$ cat config.mk
export PLATFORM = sky130hd
export DESIGN_NAME = irq_handshake_ctrl
export DESIGN_NICKNAME = d
export VERILOG_FILES = /design/src/rtl/irq_pkg.sv /design/src/rtl/irq_sync.sv /design/src/rtl/irq_handshake_ctrl.sv
export SDC_FILE = /design/constraint.sdc
export NUM_CORES = 1
export LEC_CHECK = 0
export CAP_MARGIN = 20
export CORE_MARGIN = 2
export CORE_UTILIZATION = 50
export DETAILED_ROUTE_END_ITERATION = 10
export GPL_TIMING_DRIVEN = 0
export PLACE_DENSITY = 0.78
export SLEW_MARGIN = 10
export SYNTH_ARGS = -nofsm -noshare
export SYNTH_HDL_FRONTEND = slang
export SYNTH_SLANG_ARGS = --single-unit
$ cat constraint.sdc
create_clock -name clk -period 2.42 [get_ports clk]
set_input_delay 0.242 -clock clk [delete_from_list [all_inputs] [get_ports clk]]
set_output_delay 0.242 -clock clk [all_outputs]
set_load 0.02 [all_outputs]
$ cat src/rtl/irq_pkg.sv
// Shared widths, defaults and FSM state encoding for the interrupt handshake controller.
package irq_pkg;

    localparam int unsigned NUM_IRQ_DEFAULT = 16;
    localparam int unsigned ID_W            = 4;
    localparam int unsigned CNT_W           = 4;

    typedef enum logic [1:0] {
        IDLE,
        OFFER,
        SERVICE,
        EOI
    } irq_state_e;

endpackage

$ cat src/rtl/irq_sync.sv
// Per-line synchronizer for an asynchronous pad input, followed by a rising-edge detector.
module irq_sync #(
    parameter int unsigned SYNC_STAGES = 2
) (
    input  logic clk,
    input  logic rstn,
    input  logic irq,
    output logic rise_c
);

    logic [SYNC_STAGES-1:0] sync_q;
    logic                   prev_q;

    always_ff @(posedge clk) begin
        if (!rstn) begin
            sync_q <= '0;
            prev_q <= 1'b0;
        end else begin
            sync_q <= {sync_q[SYNC_STAGES-2:0], irq};
            prev_q <= sync_q[SYNC_STAGES-1];
        end
    end

    assign rise_c = sync_q[SYNC_STAGES-1] & ~prev_q;

endmodule

$ cat src/rtl/irq_handshake_ctrl.sv
// Edge-triggered interrupt controller: pending bits, lowest-index dispatch with a
// valid/ready vector handshake, done matching and a fixed-width end-of-interrupt pulse.
module irq_handshake_ctrl
    import irq_pkg::*;
#(
    parameter int unsigned NUM_IRQ     = NUM_IRQ_DEFAULT,
    parameter int unsigned SYNC_STAGES = 2,
    parameter int unsigned EOI_CYCLES  = 4
) (
    input  logic               clk,
    input  logic               rstn,
    input  logic [NUM_IRQ-1:0] irq,
    output logic [NUM_IRQ-1:0] eoi,
    input  logic [NUM_IRQ-1:0] irq_mask,
    output logic               vec_valid,
    output logic [ID_W-1:0]    vec_id,
    input  logic               vec_ready,
    input  logic               done_valid,
    input  logic [ID_W-1:0]    done_id,
    output logic [NUM_IRQ-1:0] pending,
    output logic               busy
);

    irq_state_e         state_q, state_d;
    logic [NUM_IRQ-1:0] pending_q, pending_d;
    logic [NUM_IRQ-1:0] eoi_q, eoi_d;
    logic               vec_valid_q, vec_valid_d;
    logic [ID_W-1:0]    vec_id_q, vec_id_d;
    logic [ID_W-1:0]    isvc_q, isvc_d;
    logic [CNT_W-1:0]   cnt_q, cnt_d;
    logic               busy_q, busy_d;

    logic [NUM_IRQ-1:0] rise;
    logic [NUM_IRQ-1:0] req;
    logic [NUM_IRQ-1:0] pend_clr;
    logic [NUM_IRQ-1:0] isvc_onehot;
    logic [ID_W-1:0]    low_id;

    for (genvar g = 0; g < int'(NUM_IRQ); g++) begin : g_sync
        irq_sync #(
            .SYNC_STAGES(SYNC_STAGES)
        ) u_sync (
            .clk   (clk),
            .rstn  (rstn),
            .irq   (irq[g]),
            .rise_c(rise[g])
        );
    end

    assign req = pending_q & ~irq_mask;

    // Lowest pending unmasked index wins dispatch.
    always_comb begin
        low_id = '0;
        for (int i = int'(NUM_IRQ) - 1; i >= 0; i--) begin
            if (req[i]) begin
                low_id = ID_W'(i);
            end
        end
    end

    always_comb begin
        isvc_onehot = '0;
        for (int i = 0; i < int'(NUM_IRQ); i++) begin
            isvc_onehot[i] = (ID_W'(i) == isvc_q);
        end
    end

    always_ff @(posedge clk) begin
        if (!rstn) begin
            state_q     <= IDLE;
            pending_q   <= '0;
            eoi_q       <= '0;
            vec_valid_q <= 1'b0;
            vec_id_q    <= '0;
            isvc_q      <= '0;
            cnt_q       <= '0;
            busy_q      <= 1'b0;
        end else begin
            state_q     <= state_d;
            pending_q   <= pending_d;
            eoi_q       <= eoi_d;
            vec_valid_q <= vec_valid_d;
            vec_id_q    <= vec_id_d;
            isvc_q      <= isvc_d;
            cnt_q       <= cnt_d;
            busy_q      <= busy_d;
        end
    end

    always_comb begin
        state_d     = state_q;
        eoi_d       = eoi_q;
        vec_valid_d = vec_valid_q;
        vec_id_d    = vec_id_q;
        isvc_d      = isvc_q;
        cnt_d       = cnt_q;
        pend_clr    = '0;

        unique case (state_q)
            IDLE: begin
                if (|req) begin
                    state_d     = OFFER;
                    vec_valid_d = 1'b1;
                    vec_id_d    = low_id;
                end
            end
            OFFER: begin
                if (vec_ready) begin
                    for (int i = 0; i < int'(NUM_IRQ); i++) begin
                        pend_clr[i] = (ID_W'(i) == vec_id_q);
                    end
                    isvc_d      = vec_id_q;
                    vec_valid_d = 1'b0;
                    state_d     = SERVICE;
                end
            end
            SERVICE: begin
                if (done_valid && (done_id == isvc_q)) begin
                    eoi_d   = isvc_onehot;
                    cnt_d   = '0;
                    state_d = EOI;
                end
            end
            EOI: begin
                if (cnt_q == CNT_W'(EOI_CYCLES - 1)) begin
                    eoi_d   = '0;
                    state_d = IDLE;
                end else begin
                    cnt_d = cnt_q + CNT_W'(1);
                end
            end
            default: begin
                state_d = IDLE;
            end
        endcase

        // A new edge in the same cycle as the dispatch clear keeps the bit set.
        pending_d = (pending_q & ~pend_clr) | rise;
        busy_d    = (state_d != IDLE);
    end

    assign pending   = pending_q;
    assign eoi       = eoi_q;
    assign vec_valid = vec_valid_q;
    assign vec_id    = vec_id_q;
    assign busy      = busy_q;

endmodule
==> impl_metrics.tcl <==
set metrics [dict create \
    drtAntennaViolNets 0 \
    initial_core_util_pct 51.5 \
    cts_setup_buffers 0 \
    finalCriticalPeriod_ns 2.06 \
    synth_cell_types 45 \
    netlist_area_um2 3710 \
    synth_top_area_share_pct 51.8 \
    die_h_um 90.2 \
    grt_max_degree 19 \
    muxShareOfSynthArea_pct 0 \
    rows 31 \
    startpoint_type "flip-flop" \
    final.period_utilization_pct 85.2 \
    finalNonFillerCells 579 \
    place_hpwl_um 6380 \
    port_buffers 76 \
    hold_viol 0 \
    clockBufferDepth 2 \
    p_leak_nw 1.75 \
    power.density_nw_per_um2 685 \
    nFillCells 633 \
    syn-num-nets 429 \
    gp_congestion 0.830 \
    finalSetupViolCount 0 \
    path_class "flip-flop to flip-flop" \
    grt_pass1_vias 2899 \
    fmax_mhz 485 \
    hold_path_class "flip-flop to flip-flop" \
    crit_chain "ha_1 > nor3b_1 > a22oi_2 > buf_6 > or3_1 > a21boi_1" \
    synthArstFlopShare_pct 0 \
    overflow 0 \
    status "finished clean" \
    crit_slowest_cell "nor3b_1" \
    synth_compound_area_share_pct 16.4 \
    synth_most_common_cell "dfxtp_1" \
    synthTopCellsByCount "dfxtp_1, and2_1, a21boi_0" \
    route.detailed.drc 0 \
    drt_wl_total_um 8210 \
    maxSlewViolCount 0 \
    drive_above_1_share_pct 5.83 \
    worstPathRequired_ns 2.70 \
    wl_per_cell_um 14.2 \
    antenna_found_initial 0 \
    ys.flop_type "dfxtp_1" \
    ir_drop_mv 0.466 \
    clkTransAtPathRegs_ns 0.10 \
    track_usage_pct 21.1 \
    cts.root.buffer_cell "clkbuf_8" \
    clock_skew_ns 0.0113 \
    drtPass1Iterations 4 \
    area_growth_pct 29.5 \
    synth_adder_area_share_pct 0.337 \
    cts_tree "done" \
    ys_seq_area_share_pct 51.8 \
    ys_ff_latch 96 \
    rsz0062_at_grt "no" \
    maxCapViolCount 0 \
    register_area_um2 1920 \
    syn_avg_cell_area_um2 9.57 \
    yosys.area.top_type "dfxtp_1" \
    yosys.area_share.xor_xnor_pct 0.944 \
    synth_top_family_by_area "simple AND/OR/NAND/NOR gates" \
    multi_input_area_um2 1690 \
    yosysWarnings 0 \
    htree_levels 3 \
    tightest_slew_ns 0.794 \
    slew_headroom_pct 46.4 \
    ys_top_cells_by_area "dfxtp_1, and2_1, a21boi_0" \
    die_width_um 90.2 \
    io_pins 78 \
    vias 2928 \
    slowest_delay_ns 0.54 \
    grt_pass1_wl_um 13700 \
    via_per_inst 5.06 \
    clock_sinks 96 \
    place_inst 563 \
    final_nets 516 \
    arrival_ns 2.34 \
    coreArea_um2 7210 \
    synth_edf_count 0 \
    cts_hold_buf 0 \
    critPathBufInv 1 \
    drt_iter0_drc 109 \
    syn_inst 388 \
    cts_resized 0 \
    worstSetupEndpointType "flip-flop" \
    critical-path-top-delay-family "simple AND/OR/NAND/NOR gates" \
    n_antenna_cell 0 \
    insertion_delay_ns 0.35 \
    crit_fanout 10 \
    fin_setup_tns_ns 0 \
    dieArea_um2 8130 \
    synth-simple-area-share_pct 27.8 \
    numCtsBuffers 9 \
]
report_power, final:
group | internal [W] | switching (W)
clock | 0.000500 | 0.000579
sequential | 0.00166 | 0.0000724
combinational | 0.000239 | 0.000239
total | 0.00240 | 0.000891
sequential cells by signal, summed over array words and instances, names as in the netlist:
signal,flops
g_sync.u_sync.sync_q,32
eoi,16
g_sync.u_sync.prev_q,16
pending,16
cnt_q,4
isvc_q,4
vec_id,4
state_q,2
busy,1
vec_valid,1
cells by family (layout without fill, tap and decap cells):
logic type	count (synthesis)	after routing
AOI/OAI and AO/OA	88	88
and+or+nand+nor	179	179
buffers and inverters	20	112
xor gates and xnor gates	4	4
adders and majority gates	1	1
DFF	96	96
placed cells by master, fill, tap and decap left out, drive strengths merged, types with 14 or more instances in the layout:
cell / instances
clkdlybuf4s50: 76
a21boi: 42
o21ai: 20
nand2: 35
and2: 49
nand2b: 29
clkbuf: 21
nor2b: 14
dfxtp: 96
through the flow:
step | utilization, % | hold slack [ns] | power [W] | setup slack [ns] | area, um2
CTS | 66.6 | 0.440 | 0.00332 | 0.334 | 4810
global route | 66.6 | 0.452 | 0.00344 | 0.0660 | 4810
global placement | 63.7 | 0.415 | 0.00224 | 0.146 | 4600
detailed placement | 63.7 | 0.419 | 0.00225 | 0.124 | 4600
finish | 66.6 | 0.441 | 0.00329 | 0.357 | 4810
floorplan | - | 0.369 | 0.00202 | 0.657 | 3710
cell type report:
| type | count | share of cell area [%] |
|---|---|---|
| Sequential cell | 96 | 40.0 |
| Tap cell | 99 | 2.58 |
| Inverter | 3 | 0.234 |
| Buffer | 17 | 1.85 |
| Clock buffer | 9 | 2.58 |
| Multi-Input combinational cell | 272 | 35.2 |
| Timing Repair Buffer | 76 | 15.8 |
| Clock inverter | 7 | 1.77 |
path summary, 6_finish.rpt:
path	start	end	slack, ns	cells past startpoint
worst max-delay path	cnt_q[0]	eoi[11]	0.36	6
worst min-delay path	g_sync[0].u_sync.sync_q[0]	g_sync[0].u_sync.sync_q[1]	0.44	1
worst max register to register	cnt_q[0]	eoi[11]	0.36	6
worst min register to register	g_sync[0].u_sync.sync_q[0]	g_sync[0].u_sync.sync_q[1]	0.44	1
worst register-to-register path: cells and delay by family, from the launching register on:
kind                       cells  cell delay [ns]
AOI/OAI and AO/OA              2             0.35
DFF                            1             0.38
adders and majority gates      1             0.17
buffers and inverters          1             0.18
and+or+nand+nor                2             0.90
metal layers:
layer / GRT usage (%) / wire length (um)
met1: 23.7 / 3440
met3: 3.02 / 306
met4: 8.46 / 107
met5: 0 / 0
met2: 39.9 / 4350
Note: power is estimated with default switching activity, not from simulation.
